File: config.mk
export PLATFORM = sky130hd
export DESIGN_NAME = mpadd_seq_flat
export DESIGN_NICKNAME = d
export VERILOG_FILES = /design/src/rtl/mpadd_if.sv /design/src/rtl/mpadd_seq.sv /design/src/flat_wrapper.sv
export SDC_FILE = /design/constraint.sdc
export NUM_CORES = 1
export LEC_CHECK = 0
export ABC_AREA = 1
export BUFFER_PORTS_ARGS = -buffer_cell sky130_fd_sc_hd__buf_2
export CAP_MARGIN = 20
export CORE_ASPECT_RATIO = 0.9
export CORE_UTILIZATION = 29
export DETAILED_ROUTE_END_ITERATION = 8
export HOLD_SLACK_MARGIN = 0.08
export PLACE_DENSITY = 0.5
export SLEW_MARGIN = 20
export SYNTH_ARGS = -nofsm -noshare
export SYNTH_HDL_FRONTEND = slang
export SYNTH_SLANG_ARGS = --single-unit
File: constraint.sdc
create_clock -name clk -period 4 [get_ports clk]
set_input_delay 1.2 -clock clk [delete_from_list [all_inputs] [get_ports clk]]
set_output_delay 1.2 -clock clk [all_outputs]
set_load 0.005 [all_outputs]
File: src/rtl/mpadd_if.sv
// Request/response bundle between a wide-arithmetic requester and mpadd_seq.
interface mpadd_if #(parameter int WORDS = 4);
   localparam int W = 16 * WORDS;

   logic         start;
   logic         sub;
   logic [W-1:0] a;
   logic [W-1:0] b;
   logic         busy;
   logic         done;
   logic [W-1:0] result;
   logic         cout;
   logic         ovf;
   logic         zero;

   modport master (output start, sub, a, b,
                   input  busy, done, result, cout, ovf, zero);
   modport slave  (input  start, sub, a, b,
                   output busy, done, result, cout, ovf, zero);
endinterface

File: src/rtl/mpadd_seq.sv
// Multi-precision add/subtract: one 16-bit slice reused over WORDS cycles,
// with the slice carry held in a register between words.
module mpadd_seq #(
   parameter int WORDS = 4
) (
   input  logic  clk,
   input  logic  rst_n,
   mpadd_if.slave bus
);
   localparam int W  = 16 * WORDS;
   localparam int IW = $clog2(WORDS + 1);

   typedef enum logic [1:0] {IDLE, RUN, DONE} state_t;

   state_t        state_q, state_d;
   logic [IW-1:0] idx_q, idx_d;
   logic          c_q, c_d;
   logic          sub_q, sub_d;
   logic [W-1:0]  a_q, a_d;
   logic [W-1:0]  b_q, b_d;
   logic [W-1:0]  result_q, result_d;
   logic          cout_q, cout_d;
   logic          ovf_q, ovf_d;
   logic          zero_q, zero_d;

   logic [15:0]   a_w, bw;
   logic [16:0]   sum;
   int            widx;

   always_comb begin
      state_d  = state_q;
      idx_d    = idx_q;
      c_d      = c_q;
      sub_d    = sub_q;
      a_d      = a_q;
      b_d      = b_q;
      result_d = result_q;
      cout_d   = cout_q;
      ovf_d    = ovf_q;
      zero_d   = zero_q;
      widx     = int'(idx_q);
      a_w      = '0;
      bw       = '0;
      sum      = '0;
      case (state_q)
         IDLE: begin
            if (bus.start) begin
               a_d      = bus.a;
               b_d      = bus.b;
               sub_d    = bus.sub;
               c_d      = bus.sub;
               idx_d    = '0;
               result_d = '0;
               state_d  = RUN;
            end
         end
         RUN: begin
            a_w = a_q[widx*16 +: 16];
            bw  = sub_q ? ~b_q[widx*16 +: 16] : b_q[widx*16 +: 16];
            sum = {1'b0, a_w} + {1'b0, bw} + {16'b0, c_q};
            result_d[widx*16 +: 16] = sum[15:0];
            c_d   = sum[16];
            idx_d = idx_q + 1'b1;
            // Flags are taken on the last word; zero sees the word written now.
            if (idx_q == IW'(WORDS - 1)) begin
               cout_d  = sum[16];
               ovf_d   = (a_w[15] == bw[15]) && (sum[15] != a_w[15]);
               zero_d  = (result_d == '0);
               state_d = DONE;
            end
         end
         DONE:    state_d = IDLE;
         default: state_d = IDLE;
      endcase
   end

   always_ff @(posedge clk) begin
      if (!rst_n) begin
         state_q  <= IDLE;
         idx_q    <= '0;
         c_q      <= 1'b0;
         sub_q    <= 1'b0;
         a_q      <= '0;
         b_q      <= '0;
         result_q <= '0;
         cout_q   <= 1'b0;
         ovf_q    <= 1'b0;
         zero_q   <= 1'b0;
      end else begin
         state_q  <= state_d;
         idx_q    <= idx_d;
         c_q      <= c_d;
         sub_q    <= sub_d;
         a_q      <= a_d;
         b_q      <= b_d;
         result_q <= result_d;
         cout_q   <= cout_d;
         ovf_q    <= ovf_d;
         zero_q   <= zero_d;
      end
   end

   assign bus.busy   = (state_q == RUN);
   assign bus.done   = (state_q == DONE);
   assign bus.result = result_q;
   assign bus.cout   = cout_q;
   assign bus.ovf    = ovf_q;
   assign bus.zero   = zero_q;
endmodule
File: src/flat_wrapper.sv
// flat-port wrapper written by rule: the top's interface ports become plain ports
module mpadd_seq_flat 
#(
   parameter int WORDS = 4
)
  (clk, rst_n, bus_start, bus_sub, bus_a, bus_b, bus_busy, bus_done, bus_result, bus_cout, bus_ovf, bus_zero);
  mpadd_if #(.WORDS(WORDS)) bus_i ();
  input  logic clk;
  input  logic rst_n;
  input wire logic [$bits(bus_i.start)-1:0] bus_start;
  input wire logic [$bits(bus_i.sub)-1:0] bus_sub;
  input wire logic [$bits(bus_i.a)-1:0] bus_a;
  input wire logic [$bits(bus_i.b)-1:0] bus_b;
  output wire logic [$bits(bus_i.busy)-1:0] bus_busy;
  output wire logic [$bits(bus_i.done)-1:0] bus_done;
  output wire logic [$bits(bus_i.result)-1:0] bus_result;
  output wire logic [$bits(bus_i.cout)-1:0] bus_cout;
  output wire logic [$bits(bus_i.ovf)-1:0] bus_ovf;
  output wire logic [$bits(bus_i.zero)-1:0] bus_zero;
  assign bus_i.start = bus_start;
  assign bus_i.sub = bus_sub;
  assign bus_i.a = bus_a;
  assign bus_i.b = bus_b;
  assign bus_busy = bus_i.busy;
  assign bus_done = bus_i.done;
  assign bus_result = bus_i.result;
  assign bus_cout = bus_i.cout;
  assign bus_ovf = bus_i.ovf;
  assign bus_zero = bus_i.zero;
  mpadd_seq #(.WORDS(WORDS)) u_core (.clk(clk), .rst_n(rst_n), .bus(bus_i));
endmodule
Yosys cells after proc, flatten, opt, wreduce, memory -nomap -nowiden
Cells that the tools add are included.
{"block": "word_totals", "reg_bits": 202, "latch_bits": 0, "mem_bits_ro": 0, "inputBits": 132, "out_inout_bits": 69, "ram_bits": 0, "memories": 0, "wordCells": 45}
{"block": "op_classes", "shifts": 4, "addsub": 4, "magnitude_cmp": 0, "mux": 11, "mul": 0, "eq_ne": 7, "n_bitwise": 1, "reduce_logical": 8, "div": 0}
{"op": "$pmux W64 S2", "count": 1}
{"op": "$shiftx A64 B8 Y16", "count": 2}
{"op": "$bwmux W64", "count": 1}
{"op": "$logic_not A64 Y1", "count": 1}
{"op": "$mux W64", "count": 1}
{"op": "$shift A16 B33 Y64 const A", "count": 1}
{"op": "$shiftx A16 B33 Y64", "count": 1}
{"op": "$neg A7 Y33", "count": 1}
{"op": "$add A16 B16 Y17", "count": 1}
{"op": "$add A17 B1 Y17", "count": 1}
{"op": "$mux W16", "count": 1}
{"op": "$not A16 Y16", "count": 1}
{"op": "$reduce_and A2 Y1", "count": 4}
{"op": "$pmux W3 S2", "count": 1}
{"op": "$mux W2", "count": 2}
{"op": "$pmux W2 S2", "count": 1}
{"op": "$add A3 B1 Y3 const B", "count": 1}
{"op": "$eq A3 B2 Y1 const B", "count": 1}
{"op": "$mux W3", "count": 1}
{"op": "$eq A2 B1 Y1 const B", "count": 1}
{"op": "$eq A2 B2 Y1 const B", "count": 1}
{"op": "$logic_not A2 Y1", "count": 1}
{"op": "$ne A2 B1 Y1 const B", "count": 1}
{"op": "$ne A2 B2 Y1 const B", "count": 1}
{"op": "6 further kinds", "count": 6}

Longest topological paths before layout
Gate-level depths: netlist of run 1.
{"block": "depth", "word_depth": 8, "depth_mapped": 26, "ltp_nobuf": 24}

Worst setup path before layout of run 1
OpenSTA, ideal clock, no wires.
{"block": "synth_path", "kind": "reg-to-reg", "startpoint": "register u_core.idx_q[0]", "endpoint": "register u_core.zero_q, in the netlist u_core.bus.zero", "setup_ps": 67, "t_required_ps": 3933, "n_path_buf": 2, "setup_slack_ps": 577, "stages_incl_launch_ff": 24, "period_less_slack_ps": 3423, "arrival_time_ps": 3356, "cell_sequence": "dfxtp_1 > inv_2 > clkbuf_1 > clkbuf_1 > nor2_1 > o22ai_1 > nand2_1 > xor2_1 > fa_1 > inv_1 > fa_1 > nand2_1 > nand4_1 > nand2_1 > nand2_1 > nor2_1 > nand2_1 > nor2_1 > nand2_1 > nor2_1 > nand3_1 > nor2_1 > nand3_1 > a21oi_2"}
{"block": "synth_via", "elab_chain_cells": 8, "word_cells_on_any_way": 13, "cone_classes": "add/sub: 3; eq/ne: 1; shift: 4; mux: 2; bitwise: 1; reduce/logical: 2"}
{"element": "start: declaration", "line_no": "mpadd_seq.sv:16", "rtl": "logic [IW-1:0] idx_q, idx_d;"}
{"element": "start signal: assignment", "line_no": "mpadd_seq.sv:91", "rtl": "idx_q <= idx_d;"}
{"element": "$shiftx A64 B8 Y16", "line_no": "mpadd_seq.sv:59", "rtl": "bw = sub_q ? ~b_q[widx*16 +: 16] : b_q[widx*16 +: 16];"}
{"element": "$not A16 Y16", "line_no": "mpadd_seq.sv:59"}
{"element": "$mux W16", "line_no": "mpadd_seq.sv:59"}
{"element": "$add A16 B16 Y17", "line_no": "mpadd_seq.sv:60", "rtl": "sum = {1'b0, a_w} + {1'b0, bw} + {16'b0, c_q};"}
{"element": "$add A17 B1 Y17", "line_no": "mpadd_seq.sv:60"}
{"element": "$shiftx A16 B33 Y64", "line_no": "mpadd_seq.sv:61", "rtl": "result_d[widx*16 +: 16] = sum[15:0];"}
{"element": "$bwmux W64", "line_no": "mpadd_seq.sv:61"}
{"element": "$logic_not A64 Y1", "line_no": "mpadd_seq.sv:68", "rtl": "zero_d = (result_d == '0);"}
{"element": "end signal: assignment", "line_no": "mpadd_seq.sv:99", "rtl": "zero_q <= zero_d;"}
{"element": "end: declaration", "line_no": "mpadd_seq.sv:24", "rtl": "logic zero_q, zero_d;"}
Parallel ways exist; a longest one is shown, timed or not.
A chain may end at the register's enable or synchronous reset.

Worst setup path in the final report of run 1
{"block": "layout_path", "startpoint": "register u_core.idx_q[1]", "endpoint": "register u_core.zero_q, in the netlist u_core.bus.zero"}
The elaborated chain is that of the path after synthesis.

==> summary.txt, run 1 <==
Port Buffer Count -> 200
Synth Area per Inst -> 6.447 um2
WP data arrival -> 4.10 ns
Mapped Nets -> 1771
Die Wd -> 201.9 um
Slew @ Worst Pin -> 0.6914 ns
#FFs+latches synth -> 202
Internal cell power -> 0.004028 W
DP HPWL -> 26520 um
Sum Neg Setup Slack -> 0 ns
Routed len/inst -> 15.97 um
Worst-path cell chain -> buf_8, o21ai_0, o22ai_1, nand2_1, xor2_1, fa_1, inv_1, fa_1, nand2_1, nand3_1, nand3_1, nand2_1, nand2_1, nand2_1, nand2_1, nand3_1, nand2_1, nand2_1, nor2_1, nand2_1, nor2_1, nand3_1, a21oi_2
# diodes -> 0
Worst hold slack -> 0.4733 ns
Net Sw Power -> 0.002043 W
Sequential fraction of design power -> 36.6%
Area share of xor/xnor cells in the synthesized design -> 1.511%
CP most frequent cell -> nand2_1
Synth Cell Area -> 0.01043 mm2
Largest net degree at the start of global routing -> 131
Sequential area share after synthesis -> 38.77%
Critical path's largest stage delay -> 0.45 ns
Worst Path Max Fanout -> 35
Post-synth EDFFs -> 0
Area added between synthesis and finish -> 22.19%
Crit path max-delay family -> simple AND/OR/NAND/NOR gates
Max-Cap Viols -> 0
Worst setup path category -> flop to flop
Post-Synth Adder-Cell Area -> 2.663%
Status -> finished clean
Post-Synth Simple-Gate Area -> 34.23%
CP max-delay cell -> fa_1
Relative slew slack -> 53.91%
CTS H-tree depth -> 1
TritonCTS clock tree -> yes
Power per cell area -> 476.3 mW/mm2
Gpl congestion -> 0.9017
Share of cells above drive strength 1 -> 17.92%
CTS Buffer Depth -> 3
Clock Power Share -> 37.8%
Fmax -> 274.7 MHz
Most common cell after layout, fill and taps aside -> nor2_1
Mux contribution to synthesized area -> 0%
Starting density of the core -> 29.62%
CTS buffer count -> 25
Via count -> 10.77k
HP Class -> flop to flop
Final Net Count -> 1925
Root buffer cell -> clkbuf_16
Async SR Flop Fraction -> 0%
First-pass GRT wire length -> 56820 um
Total gr overflow -> 0
Cells after Synth -> 1618
Gr usage total -> 19.45%
DIE AREA -> 0.03673 mm2
Logic pwr share -> 25.7%
Switching portion of total power -> 33.65%
Fin crit share -> 91.02%
Wirelength, routed -> 36100 um
Most frequent cells in the layout -> 393 x nor2_1, 346 x nand2_1, 209 x o21ai_0
Clock skew -> 0.009179 ns
FP Rows -> 65
Clock transition at path regs -> 0.06 ns
Worst setup EP type -> flop
Final Setup Violations -> 0
DIE HEIGHT -> 181.9 um
VDD IR-drop max -> 0.3606 mV
Main combinational cell family by area after synthesis -> simple AND/OR/NAND/NOR gates
Initial antenna violation count -> 0
Synth Area in Compound Gates -> 16.41%
CP Buf/Inv Count -> 2
CTS sink count -> 202
Worst skew pair latency -> 0.53 ns
Critical path startpoint category -> flop
Yosys warnings -> 0
I/O pin count -> 201
Drt first pass iters -> 5
RSZ-0062 raised after global routing -> false
Vias in the first global route -> 10.21k
Netlist cell types -> 38
Min Tclk post-route -> 3.641 ns
CP required -> 4.46 ns
Max-slew violations -> 0
Reg2reg setup slack -> 0.36 ns
Final antenna-violating net count -> 0
Vias per cell -> 4.764
Starting DRT DRC Count -> 800
Main synth FF type -> dfxtp_1
Final Hold Vio Count -> 0
Drc violations -> 0
Leakage -> 5.782 nW
Core ar. -> 0.03522 mm2
power groups by stage:
stage / Sequential (W) / Clock (W) / Combinational, W
2_1_floorplan: 0.00224 / 0 / 0.00104
3_3_place_gp: 0.00226 / 0 / 0.00155
3_5_place_dp: 0.00226 / 0 / 0.00155
4_1_cts: 0.00222 / 0.00234 / 0.00156
5_1_grt: 0.00223 / 0.00244 / 0.00176
6_report: 0.00222 / 0.00229 / 0.00156
flip-flops by register name, summed over array words and instances, names as in the netlist, 2 cells and up:
signal             count
u_core.a_q            64
u_core.b_q            64
u_core.bus.result     64
u_core.idx_q           3
u_core.state_q         2
synthesized netlist by cell type (2+ instances only):
cell | count | area (um2)
and2_1 | 3 | 18.77
a21oi_1 | 95 | 475.5
dfxtp_1 | 202 | 4044
or2_1 | 5 | 31.28
o22ai_1 | 17 | 106.4
buf_6 | 2 | 22.52
nor2_4 | 2 | 22.52
nand2_1 | 348 | 1306
fa_1 | 2 | 40.04
inv_2 | 8 | 30.03
or2_2 | 28 | 175.2
nand2_2 | 2 | 12.51
inv_1 | 60 | 225.2
o21ai_0 | 209 | 1046
buf_1 | 11 | 41.29
clkinv_1 | 2 | 7.510
buf_2 | 4 | 20.02
o21bai_1 | 2 | 15.01
buf_4 | 5 | 37.54
nor2_1 | 394 | 1479
nand3_1 | 74 | 370.4
clkbuf_1 | 76 | 285.3
xor2_1 | 18 | 157.7
nand3_2 | 2 | 20.02
o21ai_1 | 6 | 30.03
nand4_1 | 11 | 68.82
ha_1 | 19 | 237.7
metrics by stage:
stage                     worst slack [ns]  std cells  total power (W)  instance area [um2]  utilization (%)
after CTS                           0.2323       2257         0.006114                12700            36.06
after global placement              0.2846       2211         0.003807                11860            33.68
after floorplan                     0.5770       1618         0.003277                10430                -
after detailed placement            0.2808       2211         0.003811                11860            33.68
after global routing              0.002892       2260         0.006433                12750            36.19
final                               0.3592       2260         0.006070                12750            36.19
layer usage:
metal	vias to the layer above	track usage, %	wire length [um]
met3	39	3.033	1920
met2	256	30.80	15800
met4	0	4.000	650
li1	5537	-	-
met1	4934	27.69	17730
met5	-	0	0
logic make-up after synthesis:
logic type / count (synthesis)
compound gates: 334
fa+ha+maj: 21
flops: 202
xor+xnor: 18
buf+inv: 168
simple gates: 875
final cells by class:
type                       count  area (um2)
fill                        3906       22470
multi-input combinational   1248        5747
sequential                   202        4045
timing repair buffer         225        1261
clock buffer                  36       716.9
tap                          469       586.8
inverter                      70       269.0
clock inverter                10       120.1
final timing paths:
path	start	endpoint	cells past startpoint
hold / removal	u_core.bus.result[51]$_SDFFE_PN0P_	u_core.bus.result[51]$_SDFFE_PN0P_	2
setup / recovery	u_core.idx_q[1]$_SDFFE_PN0P_	u_core.bus.zero$_SDFFE_PN0P_	23
setup reg to reg	u_core.idx_q[1]$_SDFFE_PN0P_	u_core.bus.zero$_SDFFE_PN0P_	23
hold reg to reg	u_core.bus.result[51]$_SDFFE_PN0P_	u_core.bus.result[51]$_SDFFE_PN0P_	2
worst reg2reg max path, stage by stage (launching register included):
cell and delay, ns:
dfxtp_1 0.40, buf_8 0.28, o21ai_0 0.16, o22ai_1 0.18, nand2_1 0.08, xor2_1 0.19, fa_1 0.20, inv_1 0.08
fa_1 0.46, nand2_1 0.11, nand3_1 0.07, nand3_1 0.09, nand2_1 0.08, nand2_1 0.11, nand2_1 0.10, nand2_1 0.09
nand3_1 0.15, nand2_1 0.10, nand2_1 0.05, nor2_1 0.11, nand2_1 0.07, nor2_1 0.19, nand3_1 0.12, a21oi_2 0.12
timing repair:
action                                  4_1_cts  5_1_grt
buffers inserted                              0        3
endpoints found under the setup margin        0        1
gates resized for setup                       0        8
hold buffers                                  0        0
(Power assumes the default switching activity.)
==> run 2: changes to the inputs <==
==> constraint.sdc (replaced) <==
create_clock -name clk -period 4.7 [get_ports clk]
set_input_delay 1.41 -clock clk [delete_from_list [all_inputs] [get_ports clk]]
set_output_delay 1.41 -clock clk [all_outputs]
set_load 0.005 [all_outputs]
==> run 2 against run 1 <==
Setup slack improved by 0.35 ns. Critical path type unchanged. Non-clock buffer count decreased by 8. Utilization decreased by 0.25 points. Design area decreased by 0.70%. Largest cell class unchanged. Combinational power decreased by 18%. Global-route usage decreased by 0.17 points. Routed wire length about the same. First-iteration DRC count decreased by 3.1%. Via count decreased by 1.2%.
==> summary.txt, run 2 (synthesized netlist as in run 1, its figures left out) <==
Status -> finished clean
Critical path startpoint category -> flop
Worst setup EP type -> flop
Largest net degree at the start of global routing -> 131 (unchanged)
Final Hold Vio Count -> 0 (unchanged)
TritonCTS clock tree -> yes
Port Buffer Count -> 200 (unchanged)
Post-CTS Setup Inserts -> 0 (unchanged)
Worst setup path category -> flop to flop
Vias in the first global route -> 10.12k (-0.84%)
CTS Hold Bufs -> 0 (unchanged)
FP Rows -> 65 (unchanged)
CTS H-tree depth -> 1 (unchanged)
Slew @ Worst Pin -> 1.078 ns (+0.3866 ns)
Drt first pass iters -> 7 (+2)
Power per cell area -> 411.3 mW/mm2 (-14%)
Core ar. -> 0.03522 mm2 (unchanged)
Leakage -> 5.744 nW (-0.67%)
CTS Buffer Depth -> 3 (unchanged)
Area added between synthesis and finish -> 21.34%
Final Net Count -> 1916 (-0.47%)
Relative slew slack -> 28.14% (-26 points)
DIE HEIGHT -> 181.9 um (unchanged)
Hold path depth -> 2 (unchanged)
Reg2Reg Launch Point -> u_core.idx_q[0]$_SDFFE_PN0P_
Post-cts resize count -> 0 (unchanged)
Hold EP -> u_core.b_q[28]$_SDFFE_PN0P_
I/O pin count -> 201 (unchanged)
DIE AREA -> 0.03673 mm2 (unchanged)
CP required -> 5.15 ns (+0.69 ns)
Fmax -> 250.4 MHz (-8.8%)
R2R cell count -> 22 (-4.3%)
CTS sink count -> 202 (unchanged)
HP Class -> flop to flop
Final antenna-violating net count -> 0 (unchanged)
Die Wd -> 201.9 um (unchanged)
CP max-delay cell -> buf_4
Fin crit share -> 84.95% (-6.1 points)
Gr usage total -> 19.28% (-0.17 points)
Hold Crit Start -> u_core.b_q[28]$_SDFFE_PN0P_
Total gr overflow -> 0 (unchanged)
Share of cells above drive strength 1 -> 17.27% (-0.66 points)
Vias per cell -> 4.736 (-0.59%)
Starting density of the core -> 29.62% (unchanged)
Min Tclk post-route -> 3.993 ns (+0.3520 ns)
Via count -> 10.64k (-1.2%)
Drc violations -> 0 (unchanged)
Max-slew violations -> 0 (unchanged)
Routed len/inst -> 16.06 um (+0.56%)
Gpl congestion -> 0.8671 (-3.8%)
CP most frequent cell -> nand2_1
VDD IR-drop max -> 0.2619 mV (-27%)
Clock skew -> 0.01377 ns (+0.004590 ns)
Reg2reg setup slack -> 0.71 ns (+0.35 ns)
Max-Cap Viols -> 0 (unchanged)
RSZ-0062 raised after global routing -> false
Starting DRT DRC Count -> 775 (-3.1%)
Final Setup Violations -> 0 (unchanged)
Most frequent cells in the layout -> 393 x nor2_1, 347 x nand2_1, 209 x o21ai_0
Wirelength, routed -> 36090 um (about the same)
Clock transition at path regs -> 0.06 ns (about the same)
Worst-path cell chain -> buf_4, o21ai_0, o22ai_1, nand2_1, xor2_1, fa_1, inv_1, fa_1, nand3_1, nand3_1, nand2_1, nand2_1, nand2_1, nand2_1, o21ai_1, nor2_1, nand2_1, nor2_1, nand2_1, nor2_1, nand3_1, a21oi_2
WP data arrival -> 4.44 ns (+0.34 ns)
Most common cell after layout, fill and taps aside -> nor2_1
Worst skew pair latency -> 0.52 ns (about the same)
DP HPWL -> 26530 um (about the same)
Critical path's largest stage delay -> 0.54 ns (+0.09 ns)
Post-DP Area -> 0.01180 mm2 (-0.53%)
Sum Neg Setup Slack -> 0 ns (unchanged)
Worst Path Max Fanout -> 68 (+94%)
RR Endpoint -> u_core.bus.zero$_SDFFE_PN0P_
First-pass GRT wire length -> 56240 um (-1.0%)
Root buffer cell -> clkbuf_16
# diodes -> 0 (unchanged)
Final instance area -> 0.01266 mm2 (-0.70%)
CTS buffer count -> 24 (-4.0%)
Initial antenna violation count -> 0 (unchanged)
==> run 2: final cells by class <==
class | instances | area, um2
timing repair buffer | 217 | 1169
sequential | 202 | 4045
clock inverter | 14 | 236.5
multi-input combinational | 1248 | 5733
tap | 469 | 586.8
fill | 3873 | 22560
clock buffer | 27 | 621.8
inverter | 70 | 265.3
==> run 2: routing by layer <==
| metal | GRT usage, % | part of all wire (%) | wire length [um] | vias to the layer above |
|---|---|---|---|---|
| met5 | 0 | 0 | 0 | - |
| met4 | 3.909 | 1.8 | 645 | 0 |
| met3 | 3.051 | 4.5 | 1607 | 40 |
| met2 | 30.98 | 45 | 16150 | 226 |
| met1 | 27.08 | 49 | 17690 | 4865 |
| li1 | - | - | - | 5510 |
==> run 2: power breakdown <==
| group | switching [W] | internal [W] |
|---|---|---|
| clock | 0.000759 | 0.00128 |
| sequential | 0.0000677 | 0.00182 |
| combinational | 0.000866 | 0.000411 |
| total | 0.00169 | 0.00351 |
==> run 2: per-stage QoR <==
step	total power, W	cells	hold WS (ns)	worst slack [ns]	util (%)
5_1_grt	0.005511	2247	0.4948	0.3038	35.94
2_1_floorplan	0.002789	1618	0.4495	1.277	-
4_1_cts	0.005262	2247	0.4798	0.7612	35.94
3_5_place_dp	0.003206	2206	0.4661	0.8008	33.51
6_report	0.005205	2247	0.4725	0.7071	35.94
3_3_place_gp	0.003200	2206	0.4570	0.8208	33.51
==> run 2: critical path, delay by kind of cell, from the launching register on <==
family                   cells  cell delay (ns)
XOR/XNOR                     1             0.16
AND/OR/NAND/NOR             13             1.31
buffers and inverters        2             0.70
flip-flops                   1             0.33
adder cells (fa/ha/maj)      2             0.69
AO/OA/AOI/OAI                4             0.65
==> run 2: worst max-delay path by stage <==
stage	startpoint	to	cells past startpoint
floorplan	u_core.idx_q[0]$_SDFFE_PN0P_	u_core.bus.zero$_SDFFE_PN0P_	23
global placement	u_core.idx_q[0]$_SDFFE_PN0P_	u_core.bus.zero$_SDFFE_PN0P_	24
detailed placement	u_core.idx_q[0]$_SDFFE_PN0P_	u_core.bus.zero$_SDFFE_PN0P_	22
CTS	u_core.idx_q[0]$_SDFFE_PN0P_	u_core.bus.zero$_SDFFE_PN0P_	22
global route	u_core.idx_q[0]$_SDFFE_PN0P_	u_core.bus.zero$_SDFFE_PN0P_	21
finish	u_core.idx_q[0]$_SDFFE_PN0P_	u_core.bus.zero$_SDFFE_PN0P_	22
==> run 3: changes to the inputs <==
--- a/config.mk
+++ b/config.mk
@@ -12,7 +12,7 @@
 export CORE_UTILIZATION = 29
 export DETAILED_ROUTE_END_ITERATION = 8
 export HOLD_SLACK_MARGIN = 0.08
-export PLACE_DENSITY = 0.5
+export PLACE_DENSITY = 0.52
 export SLEW_MARGIN = 20
 export SYNTH_ARGS = -nofsm -noshare
 export SYNTH_HDL_FRONTEND = slang
==> constraint.sdc (replaced) <==
create_clock -name clk -period 3.2 [get_ports clk]
set_input_delay 0.96 -clock clk [delete_from_list [all_inputs] [get_ports clk]]
set_output_delay 0.96 -clock clk [all_outputs]
set_load 0.005 [all_outputs]
==> run 3 against run 2 <==
The flow now finishes with violations (negative setup slack). Sequential cell count unchanged. Clock-buffer cell count increased by 4. Utilization increased by 4.0 points. Die area unchanged. Routed wire length increased by 5.0%. Design area increased by 11%. Sequential power increased by 47%. Largest power group is now sequential cells. Highest routed layer unchanged.
==> summary.txt, run 3 (synthesized netlist as in run 1, its figures left out) <==
I/O pin count -> 201 (unchanged)
Hold path depth -> 2 (unchanged)
Sequential cell area -> 0.004049 mm2 (about the same)
Via count -> 11.35k (+6.7%)
Core ar. -> 0.03522 mm2 (unchanged)
Critical path startpoint category -> flop
Final antenna-violating net count -> 0 (unchanged)
Final WS setup -> -0.08335 ns (-0.7905 ns)
FP Rows -> 65 (unchanged)
DIE AREA -> 0.03673 mm2 (unchanged)
Starting density of the core -> 29.62% (unchanged)
VDD IR-drop max -> 0.3579 mV (+37%)
Port Buffer Count -> 200 (unchanged)
CTS buffer count -> 24 (unchanged)
Initial antenna violation count -> 0 (unchanged)
DP HPWL -> 27520 um (+3.7%)
Clock skew -> 0.01236 ns (-0.001412 ns)
CP most frequent cell -> nand2_2
R2R cell count -> 20 (-9.1%)
Failing checks -> negative setup slack
First-pass GRT wire length -> 59410 um (+5.6%)
HP Class -> flop to flop
Total gr overflow -> 0 (unchanged)
Worst setup path category -> flop to flop
WP data arrival -> 3.74 ns (-0.70 ns)
Worst skew pair latency -> 0.53 ns (about the same)
Starting DRT DRC Count -> 763 (-1.5%)
Fin crit share -> 102.6% (+18 points)
Vias per cell -> 4.817 (+1.7%)
RSZ-0062 raised after global routing -> true
Wirelength, routed -> 37900 um (+5.0%)
CTS sink count -> 202 (unchanged)
Share of cells above drive strength 1 -> 27.87% (+11 points)
Clock transition at path regs -> 0.06 ns (about the same)
Final Setup Violations -> 1 (+1)
Gr usage total -> 20.32% (+1.0 points)
# diodes -> 0 (unchanged)
Status -> finished, violations left
Min Tclk post-route -> 3.283 ns (-0.7095 ns)
Worst setup EP type -> flop
Drc violations -> 0 (unchanged)
CP required -> 3.66 ns (-1.49 ns)
Worst Path Max Fanout -> 11 (-84%)
Area added between synthesis and finish -> 34.68%
CP max-delay cell -> dfxtp_4
Slew @ Worst Pin -> 0.6989 ns (-0.3790 ns)
Gpl congestion -> 0.8508 (-1.9%)
Final Hold Vio Count -> 0 (unchanged)
Relative slew slack -> 53.29% (+25 points)
Most common cell after layout, fill and taps aside -> nor2_1
Non-Filler Instances -> 2356 (+4.9%)
Final Util -> 39.89% (+4.0 points)
Max-slew violations -> 0 (unchanged)
CTS Buffer Depth -> 3 (unchanged)
Routed len/inst -> 16.09 um (+0.15%)
TritonCTS clock tree -> yes
Drt first pass iters -> 5 (-2)
DIE HEIGHT -> 181.9 um (unchanged)
Most frequent cells in the layout -> 377 x nor2_1, 306 x nand2_1, 200 x dfxtp_1
Area of the multi-input gates -> 0.006182 mm2 (+7.8%)
Power per cell area -> 581.2 mW/mm2 (+41%)
Leakage -> 6.371 nW (+11%)
DP Cell Count -> 2296 (+4.1%)
Critical path's largest stage delay -> 0.43 ns (-0.11 ns)
Fmax -> 304.6 MHz (+22%)
Layout fillers -> 3753 (-3.1%)
Vias in the first global route -> 10.93k (+8.0%)
Worst-path cell chain -> buf_12, buf_12, o21ai_0, o22ai_1, nand2_1, xor2_1, ha_1, nand2_2, buf_4, nor2_2, nand3_1, nand4_1, nand3_2, nand2_2, nand2_2, nor2_2, nand2_1, nor2_1, nand3_1, a21oi_2
Root buffer cell -> clkbuf_16
CTS H-tree depth -> 1 (unchanged)
Final Net Count -> 2025 (+5.7%)
Die Wd -> 201.9 um (unchanged)
Largest net degree at the start of global routing -> 131 (unchanged)
Max-Cap Viols -> 0 (unchanged)
run 3: changes by cell type in the layout (fill, tap and decap cells not counted), moves of 8 or more:
cell,change
o21ai_1,+14
nand3_1,-16
buf_4,+95
nor2_2,+13
buf_12,+10
xor2_2,+8
a21oi_2,+8
a21oi_1,-8
o21ai_0,-16
nor2_1,-16
nand2_1,-41
nand2_2,+39
xor2_1,-8
nand3_2,+15
run 3: critical path: cells and delay by family, from the launching register on:
family / cells / cell delay, ns
compound gates: 3 / 0.45
xor+xnor: 1 / 0.17
fa+ha+maj: 1 / 0.36
buf+inv: 3 / 0.40
flops: 1 / 0.43
simple gates: 12 / 1.43
run 3: cell type report:
type	count	area share [%]
repair buffers	326	15.37
multi-input cells	1248	44.01
flip-flops and latches	202	28.82
well taps	469	4.177
clock buffers	31	4.818
inverters	70	1.942
clock inverters	10	0.8639
run 3: through the flow:
stage	area [um2]	hold WS, ns	power [W]	setup TNS, ns	setup WS, ns
floorplan	10450	0.4495	0.004101	0	0.01545
global route	14050	0.4945	0.008618	-0.8249	-0.3286
CTS	13770	0.4798	0.008073	-0.08511	-0.08511
global placement	12550	0.4572	0.005064	-0.4045	-0.2982
detailed placement	12550	0.4702	0.005070	-0.4574	-0.3183
finish	14050	0.4782	0.008165	-0.08335	-0.08335
run 3: timing repair:
item	CTS	global route
cloned	2	0
hold buffers	0	0
setup buffers	15	2
setup endpoints to repair	6	27
endpoints found under the hold margin	0	0
gates resized for setup	72	74
pin swaps	51	53
run 3: final timing paths:
check | startpoint | end | slack (ns)
setup / recovery | u_core.idx_q[0]$_SDFFE_PN0P_ | u_core.bus.zero$_SDFFE_PN0P_ | -0.08
hold / removal | u_core.a_q[62]$_SDFFE_PN0P_ | u_core.a_q[62]$_SDFFE_PN0P_ | 0.48
setup reg to reg | u_core.idx_q[0]$_SDFFE_PN0P_ | u_core.bus.zero$_SDFFE_PN0P_ | -0.08
hold reg to reg | u_core.a_q[62]$_SDFFE_PN0P_ | u_core.a_q[62]$_SDFFE_PN0P_ | 0.48
run 3: power by group:
part / switching [W] / leakage [nW] / internal (W) / total, W
logic: 0.00156 / 4.31 / 0.00105 / 0.00261
clock network: 0.00112 / 0.399 / 0.00165 / 0.00277
registers: 0.000103 / 1.66 / 0.00268 / 0.00278
total: 0.00278 / 6.37 / 0.00538 / 0.00816
run 3: layer usage:
metal / share of wire (%) / vias to the layer above / track usage, %
met5: 0 / - / 0
met4: 2.5 / 0 / 5.273
met3: 5.1 / 56 / 2.638
met2: 44 / 283 / 32.21
met1: 48 / 5286 / 28.84
li1: - / 5724 / -
